<file path="src/rtl/alu_mc.sv">
// Multi-cycle ALU: add/sub/logic/shift/rotate, compare and flag ops in one EXEC cycle;
// optional iterative shift-add multiply and restoring divide (macro ALU_MC_MULDIV_EN).
module alu_mc #(
    parameter int WIDTH = 8,
    parameter int SHW   = $clog2(WIDTH)
) (
    input  logic                 clk,
    input  logic                 rst,
    input  logic                 in_valid,
    output logic                 in_ready,
    input  logic [WIDTH-1:0]     op1,
    input  logic [WIDTH-1:0]     op2,
    input  logic [3:0]           opcode,
    input  logic [3:0]           funct_code,
    output logic                 out_valid,
    input  logic                 out_ready,
    output logic [2*WIDTH-1:0]   result,
    output logic                 zero,
    output logic                 err
);

    typedef enum logic [1:0] {IDLE, EXEC, DONE} state_t;

    localparam logic [3:0] OPC_A   = 4'b0000;
    localparam logic [3:0] OPC_B   = 4'b1000;
    localparam logic [3:0] OPC_LT  = 4'b0100;
    localparam logic [3:0] OPC_GT  = 4'b0101;
    localparam logic [3:0] OPC_EQ  = 4'b0110;
    localparam logic [3:0] OPC_SET = 4'b1100;
    localparam logic [3:0] OPC_CLR = 4'b1111;

    localparam logic [3:0] F_ADD = 4'b1111;
    localparam logic [3:0] F_SUB = 4'b1110;
    localparam logic [3:0] F_AND = 4'b1101;
    localparam logic [3:0] F_OR  = 4'b1100;
    localparam logic [3:0] F_SHL = 4'b1010;
    localparam logic [3:0] F_SHR = 4'b1011;
    localparam logic [3:0] F_ROL = 4'b1000;
    localparam logic [3:0] F_ROR = 4'b1001;

    localparam logic [WIDTH-1:0] W_VAL = WIDTH'(WIDTH);
    localparam logic [SHW:0]     W_SH  = (SHW+1)'(WIDTH);

    state_t state, state_nxt;

    logic [WIDTH-1:0] a_q, b_q;
    logic [3:0]       opc_q, fn_q;
    logic             accept;
    logic             exec_last;

    logic [2*WIDTH-1:0] res_c;
    logic               zero_c, err_c;
    logic [WIDTH:0]     sum_ab, dif_ab, sum_b4;
    logic [SHW:0]       rot_raw, rot_amt;
    logic [2*WIDTH-1:0] rol_t, ror_t;

    assign accept = in_valid && in_ready;

`ifdef ALU_MC_MULDIV_EN
    localparam logic [3:0] F_MUL = 4'b0001;
    localparam logic [3:0] F_DIV = 4'b0010;
    localparam int         CW    = $clog2(WIDTH);

    logic [CW-1:0]      cnt;
    logic [2*WIDTH-1:0] acc, acc_nxt;
    logic               is_iter, is_div, last_iter;
    logic [WIDTH:0]     mul_sum;
    logic [WIDTH+1:0]   div_trial;

    assign is_div    = (opc_q == OPC_A) && (fn_q == F_DIV);
    assign is_iter   = (opc_q == OPC_A) && ((fn_q == F_MUL) || is_div);
    assign last_iter = (cnt == CW'(WIDTH-1));
    assign exec_last = !is_iter || last_iter;

    // acc holds {partial product, multiplier} for mul and {remainder, dividend/quotient} for div
    always_comb begin
        mul_sum   = {1'b0, acc[2*WIDTH-1:WIDTH]} + (acc[0] ? {1'b0, a_q} : '0);
        div_trial = {1'b0, acc[2*WIDTH-1:WIDTH], acc[WIDTH-1]} - {2'b00, b_q};
        if (is_div) begin
            if (!div_trial[WIDTH+1])
                acc_nxt = {div_trial[WIDTH-1:0], acc[WIDTH-2:0], 1'b1};
            else
                acc_nxt = {acc[2*WIDTH-2:0], 1'b0};
        end else begin
            acc_nxt = {mul_sum, acc[WIDTH-1:1]};
        end
    end
`else
    assign exec_last = 1'b1;
`endif

    // Single-cycle datapath, evaluated from the latched request while in EXEC
    always_comb begin
        sum_ab  = {1'b0, a_q} + {1'b0, b_q};
        dif_ab  = {1'b0, a_q} - {1'b0, b_q};
        sum_b4  = {1'b0, a_q} + {{(WIDTH-3){1'b0}}, b_q[3:0]};
        rot_raw = {1'b0, b_q[SHW-1:0]};
        rot_amt = (rot_raw >= W_SH) ? (rot_raw - W_SH) : rot_raw;
        rol_t   = {a_q, a_q} << rot_amt;
        ror_t   = {a_q, a_q} >> rot_amt;
        res_c   = '0;
        zero_c  = 1'b0;
        err_c   = 1'b0;
        case (opc_q)
            OPC_A: begin
                case (fn_q)
                    F_ADD:   res_c[WIDTH:0]   = sum_ab;
                    F_SUB:   res_c[WIDTH:0]   = dif_ab;
                    F_AND:   res_c[WIDTH-1:0] = a_q & b_q;
                    F_OR:    res_c[WIDTH-1:0] = a_q | b_q;
                    F_SHL:   res_c[WIDTH-1:0] = (b_q >= W_VAL) ? '0 : (a_q << b_q);
                    F_SHR:   res_c[WIDTH-1:0] = (b_q >= W_VAL) ? '0 : (a_q >> b_q);
                    F_ROL:   res_c[WIDTH-1:0] = rol_t[2*WIDTH-1:WIDTH];
                    F_ROR:   res_c[WIDTH-1:0] = ror_t[WIDTH-1:0];
                    default: err_c = 1'b1;
                endcase
            end
            OPC_B:   res_c[WIDTH:0] = sum_b4;
            OPC_LT:  zero_c = (a_q < b_q);
            OPC_GT:  zero_c = (a_q > b_q);
            OPC_EQ:  zero_c = (a_q == b_q);
            OPC_SET: zero_c = 1'b1;
            OPC_CLR: zero_c = 1'b0;
            default: err_c = 1'b1;
        endcase
    end

    always_ff @(posedge clk) begin
        if (rst) state <= IDLE;
        else     state <= state_nxt;
    end

    always_comb begin
        state_nxt = state;
        in_ready  = 1'b0;
        out_valid = 1'b0;
        case (state)
            IDLE: begin
                in_ready = 1'b1;
                if (in_valid) state_nxt = EXEC;
            end
            EXEC: begin
                if (exec_last) state_nxt = DONE;
            end
            DONE: begin
                out_valid = 1'b1;
                if (out_ready) state_nxt = IDLE;
            end
            default: state_nxt = IDLE;
        endcase
    end

    always_ff @(posedge clk) begin
        if (rst) begin
            a_q    <= '0;
            b_q    <= '0;
            opc_q  <= '0;
            fn_q   <= '0;
            result <= '0;
            zero   <= 1'b0;
            err    <= 1'b0;
`ifdef ALU_MC_MULDIV_EN
            cnt    <= '0;
            acc    <= '0;
`endif
        end else begin
            if (accept) begin
                a_q   <= op1;
                b_q   <= op2;
                opc_q <= opcode;
                fn_q  <= funct_code;
`ifdef ALU_MC_MULDIV_EN
                cnt   <= '0;
                acc   <= ((opcode == OPC_A) && (funct_code == F_MUL)) ?
                         {{WIDTH{1'b0}}, op2} : {{WIDTH{1'b0}}, op1};
`endif
            end
            if (state == EXEC) begin
`ifdef ALU_MC_MULDIV_EN
                if (is_iter) begin
                    acc <= acc_nxt;
                    cnt <= cnt + 1'b1;
                    if (last_iter) begin
                        result <= acc_nxt;
                        zero   <= 1'b0;
                        err    <= is_div && (b_q == '0);
                    end
                end else begin
                    result <= res_c;
                    zero   <= zero_c;
                    err    <= err_c;
                end
`else
                result <= res_c;
                zero   <= zero_c;
                err    <= err_c;
`endif
            end
        end
    end

endmodule

</file>
<file path="config.mk">
export PLATFORM = sky130hd
export DESIGN_NAME = alu_mc
export DESIGN_NICKNAME = d
export VERILOG_FILES = /design/src/rtl/alu_mc.sv
export SDC_FILE = /design/constraint.sdc
export NUM_CORES = 1
export LEC_CHECK = 0
export ABC_CLOCK_PERIOD_IN_PS = 3500
export CORE_AREA = 2 2 92 85
export DETAILED_ROUTE_END_ITERATION = 10
export DIE_AREA = 0 0 94 87
export PLACE_DENSITY = 0.78
export SLEW_MARGIN = 20
export SYNTH_ARGS = -nofsm -noshare
export SYNTH_HDL_FRONTEND = slang
export SYNTH_SLANG_ARGS = --single-unit
</file>
<file path="constraint.sdc">
create_clock -name clk -period 3.5 [get_ports clk]
set_clock_uncertainty 0.05 [all_clocks]
set_input_delay 0.525 -clock clk [delete_from_list [all_inputs] [get_ports clk]]
set_output_delay 0.525 -clock clk [all_outputs]
set_load 0.01 [all_outputs]
</file>
# Yosys cells after proc, flatten, opt, wreduce, memory -nomap -nowiden
# Index checks and enable logic that the tools add are counted.
word_totals:
  reg_bits: 37
  in_bits: 28
  out_inout_bits: 20
  word_cells: 58
op_classes:
  add_sub_neg: 3
  order_cmp: 3
  n_eq_ne: 19
  shifts: 4
  muxes: 13
  n_bitwise: 2
  n_reduce_logical: 6
op_table:
  columns: ["operator", "count"]
  rows:
  - ["8-bit case mux with 8 select lines", 1]
  - ["4-bit equality test, second input constant", 11]
  - ["9-bit case mux with 2 select lines", 1]
  - ["8-bit 2-to-1 mux", 2]
  - ["16-bit by 3-bit left shift with 16-bit output", 1]
  - ["16-bit by 3-bit right shift with 8-bit output", 1]
  - ["4-bit by 3-bit equality test with 1-bit output, second input constant", 3]
  - ["8-bit by 4-bit adder with 9-bit output", 1]
  - ["8-bit by 8-bit adder with 9-bit output", 1]
  - ["8-bit by 8-bit subtractor with 9-bit output", 1]
  - ["8-bit AND", 1]
  - ["8-bit equality test", 1]
  - ["8-bit by 4-bit >= comparator with 1-bit output, second input constant", 1]
  - ["8-bit > comparator", 1]
  - ["8-bit less-than comparator", 1]
  - ["8-bit OR", 1]
  - ["8-bit OR reduction", 1]
  - ["8-bit by 8-bit left shift with 8-bit output", 1]
  - ["8-bit by 8-bit right shift with 8-bit output", 1]
  - ["2-bit case mux with 3 select lines", 1]
  - ["6-bit OR reduction", 1]
  - ["4-bit zero test", 1]
  - ["2-bit 2-to-1 mux", 2]
  - ["2-bit inequality test, second input constant", 2]
  - ["other kinds (8)", 11]

# Logic depth before layout (Yosys ltp)
depth:
  depth_word: 4
  ltp_mapped: 11
  ltp_nobuf: 10

# Worst setup path after synthesis
# OpenSTA, ideal clock, no wires.
synth_path:
  path_type: "register to register"
  startpoint: "reg a_q[4]"
  endpoint: "reg zero"
  setup_time_ns: 0.133
  arrival_time_ns: 2.382
  required_time_ns: 3.317
  slack_ns: 0.935
  path_stages_with_launch: 11
  n_path_buf: 2
  period_less_slack_ns: 2.565
  path_cell_list: "dfxtp_1 clkbuf_1 inv_1 ha_1 clkbuf_1 or3b_2 a31oi_1 a211oi_1 o211a_1 o21ai_0 a211oi_1"
synth_between:
  elab_chain_len: 2
  elab_cells_between_ends: 4
  cone_classes: "2 x order compare; 1 x eq/ne; 1 x mux"
synth_rtl:
  columns: ["item", "line_no", "source"]
  rows:
  - ["start, declared", "46", "logic [WIDTH-1:0] a_q, b_q;"]
  - ["start signal, assigned", "168", "a_q <= op1;"]
  - ["8-bit > comparator, or another cell as far along", "120", "OPC_GT: zero_c = (a_q > b_q);"]
  - ["1-bit case mux with 4 select lines (*)", "104", "case (opc_q)"]
  - ["end signal, assigned", "195", "zero <= zero_c;"]
  - ["end, declared", "18", "output logic zero,"]
# Mark *: on every way between the ends. The rest lies on a longest branch, timed or not.
# A chain may end at the register's enable or synchronous reset.

# Final worst setup path
layout_path:
  startpoint: "reg b_q[0]"
  endpoint: "reg result[8]"
layout_between:
  elab_chain_len: 3
  elab_cells_between_ends: 5
  cone_classes: "3 x add/sub; 2 x mux"
layout_rtl:
  columns: ["item", "line_no", "source"]
  rows:
  - ["start, declared", "46", null]
  - ["start signal, assigned", "169", "b_q <= op2;"]
  - ["8-bit by 8-bit subtractor with 9-bit output / 8-bit by 8-bit adder with 9-bit output (equally long branches)", "95, 94", null]
  - ["1-bit case mux with 2 select lines", "106", "case (fn_q)"]
  - ["9-bit case mux with 2 select lines (*)", "104", null]
  - ["end signal, assigned", "194", "result <= res_c;"]
  - ["end, declared", "17", "output logic [2*WIDTH-1:0] result,"]
# Marked as above.

==> results.py <==
metrics = {
    "run_status": {
        "outcome": "completed",
    },
    "die": {
        "ioPinCount": 48,
        "core_area_um2": 7320,
        "dieWidth_um": 94,
        "dieArea_um2": 8180,
        "initial_utilization_pct": 53.1,
        "rows": 30,
        "chipHeight_um": 87,
    },
    "global_routing": {
        "grt_first_pass_wirelength_um": 19800,
        "grt_pass1_vias": 3595,
        "antenna_found_initial": 0,
        "grt_max_degree": 32,
        "grt_usage_pct": 31.0,
        "grt_overflow_total": 0,
    },
    "synthesis": {
        "seq_area_frac_synth_pct": 19.1,
        "syn_inst": 518,
        "synth_top_family_by_area": "compound AO/OA/AOI/OAI gates",
        "syn_avg_cell_area_um2": 7.50,
        "synth_edf_count": 0,
        "synthAdderAreaFrac_pct": 8.75,
        "synth_xor_area_share_pct": 2.03,
        "synthMuxAreaShare_pct": 11.1,
        "ys_warn_count": 0,
        "yosys.area.top_type": "dfxtp_1",
        "async_reset_ff_share_pct": 0,
        "syn_area_um2": 3890,
        "synthFlopType": "dfxtp_1",
        "synth_top_area_share_pct": 19.1,
        "synth_area_leaders": "dfxtp_1 19%, nand2_1 7.8%, ha_1 7.7%",
        "ys_types": 68,
        "ys_ff_latch": 37,
        "yosys.area_share.simple_pct": 23.6,
        "synth_compound_area_share_pct": 25.8,
    },
    "cells_and_area": {
        "drive_gt1_share_pct": 8.08,
        "fin_nets": 585,
        "diodes": 0,
        "area_delta_synth_final_pct": 12.3,
        "fin_util_pct": 59.6,
    },
    "routing": {
        "wl_per_cell_um": 19.6,
        "drcViolationCount": 0,
        "drtAntennaViolNets": 0,
        "first_pass_iters": 6,
        "vias": 4024,
        "vias_per_cell": 6.41,
        "routed_wl_um": 12300,
        "drt_iter0_drc": 506,
    },
    "timing": {
        "finalCritPeriodShare_pct": 81.6,
        "slew_headroom_pct": 44.8,
        "tns_ps": 0,
        "tightest_slew_ps": 826,
        "finalHoldViolations": 0,
        "period_needed_ps": 2860,
        "max_freq_mhz": 350,
        "final_max_slew_viol_count": 0,
        "rsz0062_at_grt": "no",
        "setup_viol": 0,
    },
    "placement": {
        "port_buffers": 40,
        "globalplace.congestion": 1.04,
        "hpwlAfterDp_um": 9240,
    },
    "power_and_ir_drop": {
        "peakVddDrop_v": 0.000243,
        "p_per_area_nw_per_um2": 303,
        "p_leak_nw": 1.58,
    },
    "critical_path": {
        "crit_path_top_delay_cell": "a2111oi_0",
        "critical_path_required_ps": 3700,
        "path_cells": "ha_1 > inv_1 > fa_1 > nor3b_1 > a211o_1 > a2111oi_0 > a211oi_1 > a21oi_1",
        "arrival_ps": 3060,
        "start_kind": "flip-flop",
        "critPathLaunch": "b_q[0]$_SDFFE_PP0P_",
        "worstSetupPathType": "reg -> reg",
        "r2r_start": "b_q[0]$_SDFFE_PP0P_",
        "max_stage_delay_ps": 640,
        "path_delay_family": "compound AO/OA/AOI/OAI gates",
        "cp.buffers_inverters": 1,
        "crit_fanout": 12,
        "endpoint_kind": "flip-flop",
    },
    "clocking": {
        "worst_skew_pair.late_latency_ps": 310,
        "cts_root_buf": "clkbuf_8",
        "post-cts-setup-buffers": 0,
        "clockBufferDepth": 2,
        "cts_buffers": 5,
        "htree_levels": 2,
        "holdBufCountCts": 0,
        "cts_sinks": 37,
        "clkTransAtPathRegs_ps": 100,
        "cts_tree": "yes",
        "cts_resized": 0,
    },
    "hold_path": {
        "min_from": "b_q[7]$_SDFFE_PP0P_",
        "hp-class": "reg -> reg",
    },
    "job": {
        "cap_violations": 0,
    },
}
## state kept, by name, indices dropped and copies added, names as in the netlist
signal and count:
zero 1, result 9, a_q 8, opc_q 4
state 2, b_q 8, err 1, fn_q 4
## placed cells by master, fill, tap and decap left out, types with 9 or more instances in the layout
cell type,instances
a211oi_1,14
a21oi_1,53
buf_4,17
clkdlybuf4s50_1,40
dfxtp_1,37
ha_1,24
inv_1,23
nand2_1,81
nand3_1,11
nor2_1,41
nor3_1,9
o21ai_0,28
## worst paths after layout
kind	cells after the start	endpoint	slack (ps)
max	8	result[8]$_SDFFE_PP0N_	640
max reg2reg	8	result[8]$_SDFFE_PP0N_	640
min	2	b_q[7]$_SDFFE_PP0P_	440
min reg2reg	2	b_q[7]$_SDFFE_PP0P_	440
## kinds of logic (layout without fill, tap and decap cells)
group	after synthesis	count (layout)
AND/OR/NAND/NOR	190	190
AO/OA/AOI/OAI	154	154
buffers and inverters	80	88
flip-flops	37	37
adder cells (fa/ha/maj)	26	26
multiplexers	21	21
XOR/XNOR	9	9
other	1	7
## synthesized netlist by cell type, types with 3 or more instances
master     count
buf_2         16
nand2_1       81
and3_1         3
buf_4          8
and2_1         5
inv_1         23
a22oi_1        3
o21a_1         5
ha_1          24
nor2_1        41
a2111oi_0      5
mux4_1         8
a211oi_1      14
nor2b_1        6
clkbuf_1      29
nor3_1         9
mux2i_1        3
a32oi_1        4
xnor2_1        8
mux4_2         7
nand3_1       11
nor4_1         7
o211ai_1       6
dfxtp_1       37
mux2_2         3
nor3b_1        4
a221oi_1       3
a31oi_1        6
o21ai_0       28
a21oi_1       53
nand2b_1       6
## power breakdown
| group | internal [mW] | switching (mW) | total, mW |
|---|---|---|---|
| sequential | 0.448 | 0.0348 | 0.483 |
| combinational | 0.205 | 0.291 | 0.495 |
| clock | 0.144 | 0.198 | 0.342 |
| total | 0.797 | 0.523 | 1.32 |
## through the flow
step	instances	area, um^2	worst slack [ps]	power, mW	hold WS (ps)
floorplan	524	3910	935	0.824	403
global placement	620	4270	700	0.973	412
detailed placement	620	4270	767	0.975	419
CTS	628	4360	749	1.31	443
global route	628	4360	445	1.39	470
finish	628	4360	642	1.32	438
## worst register-to-register path, stage by stage (launching register included)
cell and delay, ps:
dfxtp_1 590, ha_1 290, inv_1 70, fa_1 410, nor3b_1 170, a211o_1 300
a2111oi_0 640, a211oi_1 110, a21oi_1 170
## layer usage
| layer | up-vias | global-route usage (%) | part of all wire (%) | wire [um] |
|---|---|---|---|---|
| met1 | 1817 | 43.4 | 41 | 5090 |
| met5 | - | 0 | 0 | 0 |
| met2 | 275 | 46.0 | 43 | 5350 |
| met3 | 46 | 8.31 | 12 | 1450 |
| met4 | 0 | 11.2 | 3.6 | 449 |
| li1 | 1886 | - | - | - |
## final cells by class
cell class / instances / area (um^2)
Tap cell: 96 / 120
Multi-Input combinational cell: 407 / 2800
Timing Repair Buffer: 57 / 528
Clock inverter: 3 / 25.0
Sequential cell: 37 / 741
Inverter: 23 / 86.3
Clock buffer: 5 / 68.8
Fill cell: 668 / 2960
(Power assumes the default switching activity.)
